--- src/rtl/riscv_ctrl_pkg.sv ---
// rtl/riscv_ctrl_pkg.sv - shared state, opcode and mux-select encodings for the multicycle control FSM
package riscv_ctrl_pkg;

    typedef enum logic [3:0] {
        S_FETCH    = 4'd0,
        S_DECODE   = 4'd1,
        S_MEMADR   = 4'd2,
        S_MEMREAD  = 4'd3,
        S_MEMWB    = 4'd4,
        S_MEMWRITE = 4'd5,
        S_EXECR    = 4'd6,
        S_EXECI    = 4'd7,
        S_ALUWB    = 4'd8,
        S_BEQ      = 4'd9,
        S_JAL      = 4'd10
    } state_t;

    localparam logic [6:0] OP_LOAD   = 7'b0000011;
    localparam logic [6:0] OP_STORE  = 7'b0100011;
    localparam logic [6:0] OP_RTYPE  = 7'b0110011;
    localparam logic [6:0] OP_ITYPE  = 7'b0010011;
    localparam logic [6:0] OP_BRANCH = 7'b1100011;
    localparam logic [6:0] OP_JAL    = 7'b1101111;
    localparam logic [6:0] OP_NOP    = 7'b0000000;

    localparam logic [1:0] SRCA_PC       = 2'b00;
    localparam logic [1:0] SRCA_OLDPC    = 2'b01;
    localparam logic [1:0] SRCA_RD1      = 2'b10;
    localparam logic [1:0] SRCB_RD2      = 2'b00;
    localparam logic [1:0] SRCB_IMM      = 2'b01;
    localparam logic [1:0] SRCB_FOUR     = 2'b10;
    localparam logic [1:0] RES_ALUOUT    = 2'b00;
    localparam logic [1:0] RES_DATA      = 2'b01;
    localparam logic [1:0] RES_ALURESULT = 2'b10;
    localparam logic [1:0] ALUOP_ADD     = 2'b00;
    localparam logic [1:0] ALUOP_SUB     = 2'b01;
    localparam logic [1:0] ALUOP_FUNCT   = 2'b10;

    localparam logic [2:0] IMM_I = 3'b000;
    localparam logic [2:0] IMM_S = 3'b001;
    localparam logic [2:0] IMM_B = 3'b010;
    localparam logic [2:0] IMM_J = 3'b011;

    typedef struct packed {
        logic is_load;
        logic is_store;
        logic is_rtype;
        logic is_itype;
        logic is_branch;
        logic is_jal;
        logic is_nop;
    } op_class_t;

    // Per-state Moore controls; fetch/branch/pc_update are raw flags that get qualified later
    typedef struct packed {
        logic       fetch;
        logic       mem_req;
        logic       adr_src;
        logic       mem_write;
        logic       reg_write;
        logic       branch;
        logic       pc_update;
        logic [1:0] alu_src_a;
        logic [1:0] alu_src_b;
        logic [1:0] result_src;
        logic [1:0] alu_op;
    } ctrl_t;

    function automatic ctrl_t state_ctrl(state_t s);
        ctrl_t c;
        c = '0;
        case (s)
            S_FETCH: begin
                c.fetch      = 1'b1;
                c.mem_req    = 1'b1;
                c.alu_src_a  = SRCA_PC;
                c.alu_src_b  = SRCB_FOUR;
                c.alu_op     = ALUOP_ADD;
                c.result_src = RES_ALURESULT;
            end
            S_DECODE: begin
                c.alu_src_a = SRCA_OLDPC;
                c.alu_src_b = SRCB_IMM;
                c.alu_op    = ALUOP_ADD;
            end
            S_MEMADR: begin
                c.alu_src_a = SRCA_RD1;
                c.alu_src_b = SRCB_IMM;
                c.alu_op    = ALUOP_ADD;
            end
            S_MEMREAD: begin
                c.mem_req    = 1'b1;
                c.adr_src    = 1'b1;
                c.result_src = RES_ALUOUT;
            end
            S_MEMWB: begin
                c.result_src = RES_DATA;
                c.reg_write  = 1'b1;
            end
            S_MEMWRITE: begin
                c.mem_req    = 1'b1;
                c.mem_write  = 1'b1;
                c.adr_src    = 1'b1;
                c.result_src = RES_ALUOUT;
            end
            S_EXECR: begin
                c.alu_src_a = SRCA_RD1;
                c.alu_src_b = SRCB_RD2;
                c.alu_op    = ALUOP_FUNCT;
            end
            S_EXECI: begin
                c.alu_src_a = SRCA_RD1;
                c.alu_src_b = SRCB_IMM;
                c.alu_op    = ALUOP_FUNCT;
            end
            S_ALUWB: begin
                c.result_src = RES_ALUOUT;
                c.reg_write  = 1'b1;
            end
            S_BEQ: begin
                c.alu_src_a  = SRCA_RD1;
                c.alu_src_b  = SRCB_RD2;
                c.alu_op     = ALUOP_SUB;
                c.result_src = RES_ALUOUT;
                c.branch     = 1'b1;
            end
            S_JAL: begin
                c.alu_src_a  = SRCA_OLDPC;
                c.alu_src_b  = SRCB_FOUR;
                c.alu_op     = ALUOP_ADD;
                c.result_src = RES_ALUOUT;
                c.pc_update  = 1'b1;
            end
            default: c = '0;
        endcase
        return c;
    endfunction

endpackage

--- src/rtl/multicycle_ctrl_fsm_if.sv ---
// rtl/multicycle_ctrl_fsm_if.sv - control bundle between the multicycle FSM and the datapath/memory
interface multicycle_ctrl_fsm_if;
    logic [6:0] op;
    logic       zero;
    logic       mem_ready;
    logic       mem_req;
    logic       adr_src;
    logic       ir_write;
    logic       pc_write;
    logic       mem_write;
    logic       reg_write;
    logic [1:0] alu_src_a;
    logic [1:0] alu_src_b;
    logic [1:0] result_src;
    logic [1:0] alu_op;
    logic [2:0] imm_src;
    logic       illegal_op;
    logic       mem_timeout;

    modport master (
        input  op, zero, mem_ready,
        output mem_req, adr_src, ir_write, pc_write, mem_write, reg_write,
               alu_src_a, alu_src_b, result_src, alu_op, imm_src, illegal_op, mem_timeout
    );

    modport slave (
        output op, zero, mem_ready,
        input  mem_req, adr_src, ir_write, pc_write, mem_write, reg_write,
               alu_src_a, alu_src_b, result_src, alu_op, imm_src, illegal_op, mem_timeout
    );
endinterface

--- src/rtl/ctrl_instr_dec.sv ---
// rtl/ctrl_instr_dec.sv - opcode classifier and immediate-format select
module ctrl_instr_dec
    import riscv_ctrl_pkg::*;
(
    input  logic [6:0] op,
    output logic [2:0] imm_src,
    output op_class_t  cls,
    output logic       illegal
);

    // One-hot opcode class plus immediate format; anything unlisted is illegal
    always_comb begin
        cls     = '0;
        imm_src = IMM_I;
        case (op)
            OP_LOAD:   cls.is_load = 1'b1;
            OP_STORE:  begin cls.is_store  = 1'b1; imm_src = IMM_S; end
            OP_RTYPE:  cls.is_rtype = 1'b1;
            OP_ITYPE:  cls.is_itype = 1'b1;
            OP_BRANCH: begin cls.is_branch = 1'b1; imm_src = IMM_B; end
            OP_JAL:    begin cls.is_jal    = 1'b1; imm_src = IMM_J; end
            OP_NOP:    cls.is_nop = 1'b1;
            default:   cls = '0;
        endcase
        illegal = (cls == '0);
    end

endmodule

--- src/rtl/multicycle_ctrl_fsm.sv ---
// rtl/multicycle_ctrl_fsm.sv - fetch/decode/execute/writeback sequencer for the multicycle RV32I core
module multicycle_ctrl_fsm
    import riscv_ctrl_pkg::*;
#(
    parameter int TIMEOUT_CYCLES = 255
) (
    input  logic                  clk,
    input  logic                  reset,
    multicycle_ctrl_fsm_if.master bus
);

    localparam int CW = $clog2(TIMEOUT_CYCLES + 1);
    localparam logic [CW-1:0] CNT_LAST = CW'(TIMEOUT_CYCLES - 1);

    state_t         state;
    state_t         state_nxt;
    ctrl_t          ctrl_q;
    logic [CW-1:0]  wait_cnt;
    logic           waiting;
    logic           timeout_hit;
    logic           live;
    logic           fetch_done;
    op_class_t      cls;
    logic           dec_illegal;
    logic [2:0]     dec_imm;

    ctrl_instr_dec u_dec (
        .op      (bus.op),
        .imm_src (dec_imm),
        .cls     (cls),
        .illegal (dec_illegal)
    );

    // Next-state selection; an expired memory wait overrides everything and retries the fetch
    always_comb begin
        waiting     = ctrl_q.mem_req & ~bus.mem_ready;
        timeout_hit = waiting && (wait_cnt == CNT_LAST);
        state_nxt   = state;
        case (state)
            S_FETCH:    if (bus.mem_ready) state_nxt = S_DECODE;
            S_DECODE: begin
                if (cls.is_nop || dec_illegal)        state_nxt = S_FETCH;
                else if (cls.is_load || cls.is_store) state_nxt = S_MEMADR;
                else if (cls.is_rtype)                state_nxt = S_EXECR;
                else if (cls.is_itype)                state_nxt = S_EXECI;
                else if (cls.is_branch)               state_nxt = S_BEQ;
                else                                  state_nxt = S_JAL;
            end
            S_MEMADR:   state_nxt = cls.is_store ? S_MEMWRITE : S_MEMREAD;
            S_MEMREAD:  if (bus.mem_ready) state_nxt = S_MEMWB;
            S_MEMWB:    state_nxt = S_FETCH;
            S_MEMWRITE: if (bus.mem_ready) state_nxt = S_FETCH;
            S_EXECR:    state_nxt = S_ALUWB;
            S_EXECI:    state_nxt = S_ALUWB;
            S_ALUWB:    state_nxt = S_FETCH;
            S_BEQ:      state_nxt = S_FETCH;
            S_JAL:      state_nxt = S_ALUWB;
            default:    state_nxt = S_FETCH;
        endcase
        if (timeout_hit) state_nxt = S_FETCH;
    end

    // State, registered Moore controls for that state, and the memory wait counter
    always_ff @(posedge clk) begin
        if (reset) begin
            state    <= S_FETCH;
            ctrl_q   <= state_ctrl(S_FETCH);
            wait_cnt <= '0;
        end else begin
            state    <= state_nxt;
            ctrl_q   <= state_ctrl(state_nxt);
            wait_cnt <= (waiting && !timeout_hit) ? wait_cnt + CW'(1) : '0;
        end
    end

    // Strobes are masked during reset; mux selects fall back to FETCH values
    always_comb begin
        live            = ~reset;
        fetch_done      = live & ctrl_q.fetch & bus.mem_ready;
        bus.mem_req     = live & ctrl_q.mem_req;
        bus.mem_write   = live & ctrl_q.mem_write;
        bus.reg_write   = live & ctrl_q.reg_write;
        bus.ir_write    = fetch_done;
        bus.pc_write    = fetch_done | (live & ((ctrl_q.branch & bus.zero) | ctrl_q.pc_update));
        bus.illegal_op  = live & (state == S_DECODE) & dec_illegal;
        bus.mem_timeout = live & timeout_hit;
        bus.adr_src     = reset ? 1'b0          : ctrl_q.adr_src;
        bus.alu_src_a   = reset ? SRCA_PC       : ctrl_q.alu_src_a;
        bus.alu_src_b   = reset ? SRCB_FOUR     : ctrl_q.alu_src_b;
        bus.result_src  = reset ? RES_ALURESULT : ctrl_q.result_src;
        bus.alu_op      = reset ? ALUOP_ADD     : ctrl_q.alu_op;
        bus.imm_src     = dec_imm;
    end

endmodule

--- src/flat_wrapper.sv ---
// flat-port wrapper written by rule: the top's interface ports become plain ports
module multicycle_ctrl_fsm_flat import riscv_ctrl_pkg::*;
#(
    parameter int TIMEOUT_CYCLES = 255
)
  (clk, reset, bus_op, bus_zero, bus_mem_ready, bus_mem_req, bus_adr_src, bus_ir_write, bus_pc_write, bus_mem_write, bus_reg_write, bus_alu_src_a, bus_alu_src_b, bus_result_src, bus_alu_op, bus_imm_src, bus_illegal_op, bus_mem_timeout);
  multicycle_ctrl_fsm_if bus_i ();
  input  logic clk;
  input  logic reset;
  input wire logic [$bits(bus_i.op)-1:0] bus_op;
  input wire logic [$bits(bus_i.zero)-1:0] bus_zero;
  input wire logic [$bits(bus_i.mem_ready)-1:0] bus_mem_ready;
  output wire logic [$bits(bus_i.mem_req)-1:0] bus_mem_req;
  output wire logic [$bits(bus_i.adr_src)-1:0] bus_adr_src;
  output wire logic [$bits(bus_i.ir_write)-1:0] bus_ir_write;
  output wire logic [$bits(bus_i.pc_write)-1:0] bus_pc_write;
  output wire logic [$bits(bus_i.mem_write)-1:0] bus_mem_write;
  output wire logic [$bits(bus_i.reg_write)-1:0] bus_reg_write;
  output wire logic [$bits(bus_i.alu_src_a)-1:0] bus_alu_src_a;
  output wire logic [$bits(bus_i.alu_src_b)-1:0] bus_alu_src_b;
  output wire logic [$bits(bus_i.result_src)-1:0] bus_result_src;
  output wire logic [$bits(bus_i.alu_op)-1:0] bus_alu_op;
  output wire logic [$bits(bus_i.imm_src)-1:0] bus_imm_src;
  output wire logic [$bits(bus_i.illegal_op)-1:0] bus_illegal_op;
  output wire logic [$bits(bus_i.mem_timeout)-1:0] bus_mem_timeout;
  assign bus_i.op = bus_op;
  assign bus_i.zero = bus_zero;
  assign bus_i.mem_ready = bus_mem_ready;
  assign bus_mem_req = bus_i.mem_req;
  assign bus_adr_src = bus_i.adr_src;
  assign bus_ir_write = bus_i.ir_write;
  assign bus_pc_write = bus_i.pc_write;
  assign bus_mem_write = bus_i.mem_write;
  assign bus_reg_write = bus_i.reg_write;
  assign bus_alu_src_a = bus_i.alu_src_a;
  assign bus_alu_src_b = bus_i.alu_src_b;
  assign bus_result_src = bus_i.result_src;
  assign bus_alu_op = bus_i.alu_op;
  assign bus_imm_src = bus_i.imm_src;
  assign bus_illegal_op = bus_i.illegal_op;
  assign bus_mem_timeout = bus_i.mem_timeout;
  multicycle_ctrl_fsm #(.TIMEOUT_CYCLES(TIMEOUT_CYCLES)) u_core (.clk(clk), .reset(reset), .bus(bus_i));
endmodule
--- config.mk ---
export PLATFORM = sky130hd
export DESIGN_NAME = multicycle_ctrl_fsm_flat
export DESIGN_NICKNAME = d
export VERILOG_FILES = /design/src/rtl/riscv_ctrl_pkg.sv /design/src/rtl/multicycle_ctrl_fsm_if.sv /design/src/rtl/ctrl_instr_dec.sv /design/src/rtl/multicycle_ctrl_fsm.sv /design/src/flat_wrapper.sv
export SDC_FILE = /design/constraint.sdc
export NUM_CORES = 1
export LEC_CHECK = 0
export BUFFER_PORTS_ARGS = -buffer_cell sky130_fd_sc_hd__buf_2
export CORE_ASPECT_RATIO = 0.8
export CORE_UTILIZATION = 53
export DETAILED_ROUTE_END_ITERATION = 8
export HOLD_SLACK_MARGIN = 0.08
export MAX_ROUTING_LAYER = met4
export PLACE_DENSITY = 0.79
export REMOVE_ABC_BUFFERS = 1
export SYNTH_ARGS = -nofsm -noshare
export SYNTH_HDL_FRONTEND = slang
export SYNTH_SLANG_ARGS = --single-unit
--- constraint.sdc ---
create_clock -name clk -period 2.2 [get_ports clk]
set_input_delay 0 -clock clk [delete_from_list [all_inputs] [get_ports clk]]
set_output_delay 0 -clock clk [all_outputs]
set_load 0.01 [all_outputs]
---- Word level (Yosys, flattened, before mapping) ----
Cells that the tools add are included.
W data, S select, Z words.
word-level totals
  register bits after elaboration ......... 27
  output and inout bits ................... 19
  logic and storage cells ................. 105
cells by class
  bitwise gates (word level) .............. 16
  reductions and logical operators ........ 17
  mux-type cells .......................... 34
  add/subtract/negate cells ............... 1
  eq/ne operators ......................... 24
operators with widths
  cell                   number
  $mux W4                8
  $eq A4 B3 Y1 const B   7
  $pmux W4 S6            1
  $pmux W4 S5            1
  $eq A4 B2 Y1 const B   4
  $eq A4 B4 Y1 const B   4
  $mux W1                15
  $eq A7 B6 Y1 const B   2
  $eq A7 B7 Y1 const B   2
  $logic_not A7 Y1       2
  $reduce_or A2 Y1       6
  $and A1 B1 Y1          11
  $mux W2                5
  $add A8 B1 Y8 const B  1
  $eq A4 B1 Y1 const B   2
  $eq A8 B8 Y1 const B   1
  $logic_not A4 Y1       2
  $pmux W2 S2            2
  $eq A7 B2 Y1 const B   1
  $eq A7 B5 Y1 const B   1
  $pmux W2 S3            1
  $reduce_or A3 Y1       2
  $mux W3                1
  $not A1 Y1             3
  4 further kinds        7

---- Logic depth before layout (Yosys ltp) ----
  depth in word-level cells ............... 12
  mapped depth ............................ 10

---- By module ----
Synthesis repeated with hierarchy kept, for this count alone.
unflattened totals
  cell total of the unflattened synthesis .. 173
  area total of the unflattened synthesis .. 1465.2 sq um
by module, submodules not included
  module               instances  seq. area each (sq um)  area an instance (sq um)  cells an instance
  multicycle_ctrl_fsm  1          500.5                   1316.3                    147
  ctrl_instr_dec       1          0.0                     148.9                     26

---- Least setup slack after synthesis ----
Ideal clock, no wire load.
  path kind ............................... register -> register
  start ................................... register u_core.state[3]
  end ..................................... register u_core.ctrl_q[5] (netlist bit)
  arrival time ............................ 1.596 ns
  cell stages (with the launch flop) ...... 9
  buffers on the path ..................... 2
  required time ........................... 2.055 ns
  setup slack ............................. 0.459 ns
  cell sequence ........................... dfxtp_1 -> clkbuf_1 -> nor4b_2 -> o21ai_1 -> o21ai_1 -> or3b_1 -> buf_6 -> nand4_1 -> o311ai_2
between the ends
  cells in the longest elaborated chain, start to end .. 7
RTL lines
  element                                              line                       source
  from (decl)                                          multicycle_ctrl_fsm.sv:15  state_t state;
  from (signal assigned)                               multicycle_ctrl_fsm.sv:70  state <= state_nxt;
  $eq A4 B3 Y1 / $eq A4 B4 Y1 (equally long branches)  multicycle_ctrl_fsm.sv:39  case (state)
  $reduce_or A3 Y1 (no source line)                    --
  $pmux W4 S6 *                                        multicycle_ctrl_fsm.sv:39
  $mux W4 *                                            multicycle_ctrl_fsm.sv:60  if (timeout_hit) state_nxt = S_FETCH;
  $eq A4 B3 Y1 (tied with other cells)                 riscv_ctrl_pkg.sv:72       case (s)
  $reduce_or A2 Y1 (no source line)                    --
  $pmux W4 S5 *                                        riscv_ctrl_pkg.sv:72
  to (signal assigned)                                 multicycle_ctrl_fsm.sv:67  ctrl_q <= state_ctrl(S_FETCH);
  to (signal assigned)                                 multicycle_ctrl_fsm.sv:71  ctrl_q <= state_ctrl(state_nxt);
  to (decl)                                            multicycle_ctrl_fsm.sv:17  ctrl_t ctrl_q;
Every way passes the cells marked *; elsewhere a longest branch is shown, timed or not.
A chain may end at the register's enable or synchronous reset.

---- Final worst setup path ----
  start ................................... register u_core.state[0]
  end ..................................... register u_core.ctrl_q[5] (netlist bit)
The elaborated chain is that of the path after synthesis.

==> run summary <==
Status: finished clean
Min Tclk post-route: 2.01 ns
# H-tree levels: 1
Initial antenna violation count: 0
Max clock buf depth: 2
Setup Crit Path Kind: register to register
Worst hold path depth: 2
Slew headroom: 0.599
CP Cell Sequence: nor4b_2 -> o21ai_1 -> o21ai_1 -> or3b_1 -> nand4_1 -> o311ai_2
Max IR drop VDD: 349 uV
Die Y: 48.7 um
Core box area: 2520 sq um
Crit path depth: 6
Int Power: 0.000623 W
Routability cong.: 0.880
Utilization after layout: 0.647
Xor and xnor area share after synthesis: 0.0363
Clk sinks: 26
CTS clk-pin slew, worst paths: 0.14 ns
DR WL/cell: 12.9 um
PwrDens: 510 nW/um^2
DR DRC count: 0
Critical Path AT: 2.21 ns
Max_cap viols: 0
Vias in the first global route: 1189
Yosys cell types: 55
Synthesized flop and latch total: 26
Simple-Gate Fraction of Synth Area: 0.327
# setup viols final: 0
Gate Count Post-Synth: 169
Dominant cells by area after synthesis: dfxtp_1 (36%), nor2_1 (7.0%), nor2b_1 (4.3%)
Most frequent cells after synthesis: nor2_1 (27), dfxtp_1 (26), nor2b_1 (10), nand2_1 (7), nand3_1 (7)
Worst Reg-to-Reg Cells: 6
First-pass GRT wire length: 5030 um
Worst path most repeated cell: o21ai_1
Switching Share: 0.252
Crit path buf inv count: 0
Critical path endpoint category: register
Worst r2r src: u_core.state[0]
Crit share post-route: 0.915
Slew @ Worst Pin: 0.598 ns
Port Buffers: 28
Die area: 2940 sq um
Biggest area consumer among synthesized cells: dfxtp_1
Residual overflow from global routing: 0
Setup crit start: u_core.state[0]
Main combinational cell family by area after synthesis: simple AND/OR/NAND/NOR gates
Rows: 16
Hold crit path type: input pin to register
Critical path's largest stage delay: 0.53 ns
Root buf cell: clkbuf_4
DRT antenna net count: 0
Dominant synthesized flop cell: dfxtp_1
Number of inserted diodes: 0
Critical path required time: 2.40 ns
IO Pins: 30
Final worst setup slack: 0.187 ns
Flop pwr share: 0.584
Initial core utilization: 0.573
Synth Area in Compound Gates: 0.192
FF-to-FF setup slack: 0.19 ns
Synth warn: 0
RSZ-0062 raised after global routing: false
CTS tree: built
Post-CTS Setup Inserts: 0
Largest net degree at the start of global routing: 23
Final hold vios: 0
Initial drt markers: 70
Layout cell share with drive strength beyond 1: 0.265
Final Skew: 0.0117 ns
End of the worst register-to-register path: u_core.ctrl_q[5]
P_leak: 0.677 nW
Top Family by Delay on Critical Path: simple AND/OR/NAND/NOR gates
TNS Setup: 0 ns
Setup crit end: u_core.ctrl_q[5]
Seq/Total Area, Yosys: 0.360
Setup WS pre-CTS: 0.201 ns
DR vias: 1281
Net Switching: 0.000210 W
DR vias/cell: 5.52
EDFF count, synth: 0
Area grow syn2layout: 12.9%
Clock power frac: 0.287
Fillcell total: 225
Worst hold margin: 0.0846 ns
Mean post-synth cell area: 8.56 sq um
Clk_lat worst skew: 0.32 ns
Die X: 60.4 um
Most numerous cell in the Yosys netlist: nor2_1
GRT Total Usage: 0.231
Critical Path Fanout Max: 10
Mux share of post-synthesis cell area: 0.00779
Final Net Count: 210
DP HPWL: 2290 um
CTS buffer count: 3
Post-synth top area share: 0.360
Synth Area in Adders: 0.0173
Post-synth design cell area: 1450 sq um
Routed wire length: 2990 um
Fmax: 497 MHz
Ys async rst share: 0
Slowest CP cell: dfxtp_1
TritonRoute pass-1 iters: 4
Comb pwr share: 0.128
Final max-slew violation count: 0
CP Launch Type: register
-- kinds of logic after synthesis --
family          after synthesis
compound gates               34
xor+xnor                      6
fa+ha+maj                     2
buf+inv                      15
flops                        26
mux                           1
other cells                   1
simple gates                 84
-- worst min path at each step --
| stage | start | to | slack (ns) |
|---|---|---|---|
| after floorplan | reset | bus_illegal_op | 0.05 |
| after global placement | bus_op[0] | bus_illegal_op | 0.33 |
| after detailed placement | bus_op[0] | bus_illegal_op | 0.35 |
| after CTS | reset | u_core.state[3] | 0.08 |
| after global routing | reset | u_core.state[3] | 0.11 |
| final | reset | u_core.state[3] | 0.08 |
-- power by group through the flow --
| stage | combinational [W] | clock, W | sequential [W] |
|---|---|---|---|
| 5_1_grt | 0.000120 | 0.000263 | 0.000488 |
| 4_1_cts | 0.000106 | 0.000244 | 0.000487 |
| 2_1_floorplan | 0.0000626 | 0 | 0.000495 |
| 6_report | 0.000107 | 0.000239 | 0.000487 |
| 3_3_place_gp | 0.000101 | 0 | 0.000497 |
| 3_5_place_dp | 0.000105 | 0 | 0.000497 |
-- flip-flops by register name (all words and copies together) (netlist names) --
register and flops:
u_core.state 4, u_core.ctrl_q 14, u_core.wait_cnt 8
-- final cells by class --
type                    count  area (sq um)  area share
multi-input cells         128           843       0.516
well taps                  36          45.0      0.0276
inverters                   8          30.0      0.0184
flip-flops and latches     26           520       0.319
clock buffers               4          36.3      0.0222
repair buffers             30           158      0.0966
-- metrics by stage --
step	power, W	std cells	cell area (sq um)
finish	0.000833	232	1630
global route	0.000871	232	1630
detailed placement	0.000602	227	1590
floorplan	0.000558	162	1390
global placement	0.000598	227	1590
CTS	0.000837	232	1630
-- layout by cell type, fill, tap and decap left out, types with 3 or more instances in the layout --
master and n:
nor2_1 27, dfxtp_1 26, o21ai_1 6, nor2b_1 10
buf_2 28, xnor2_1 3, clkbuf_4 3, inv_2 3
nand4_1 4, nand2b_1 3, o21ai_0 6, inv_1 5
xor2_1 3, nand3_1 7, nor3_1 3, nand2_1 7
a21oi_1 6
-- timing repair --
action / 4_1_cts / 5_1_grt
gates resized for setup: 0 / 0
hold buffers: 1 / 0
endpoints found under the setup margin: 0 / 0
hold endpoints to repair: 1 / 0
-- worst reg2reg max path: stages, from the launching register on --
cell and delay (ns):
dfxtp_1 0.53, nor4b_2 0.29, o21ai_1 0.10, o21ai_1 0.14, or3b_1 0.52, nand4_1 0.19, o311ai_2 0.12
-- metal layers --
layer / global-route usage / up-vias / wire length [um]
li1: - / 642 / -
met1: 0.264 / 600 / 1290
met2: 0.399 / 34 / 1520
met3: 0.0588 / 5 / 148
met4: 0.0465 / 0 / 27
met5: - / - / 0
Power figures use the tool's default switching activity.
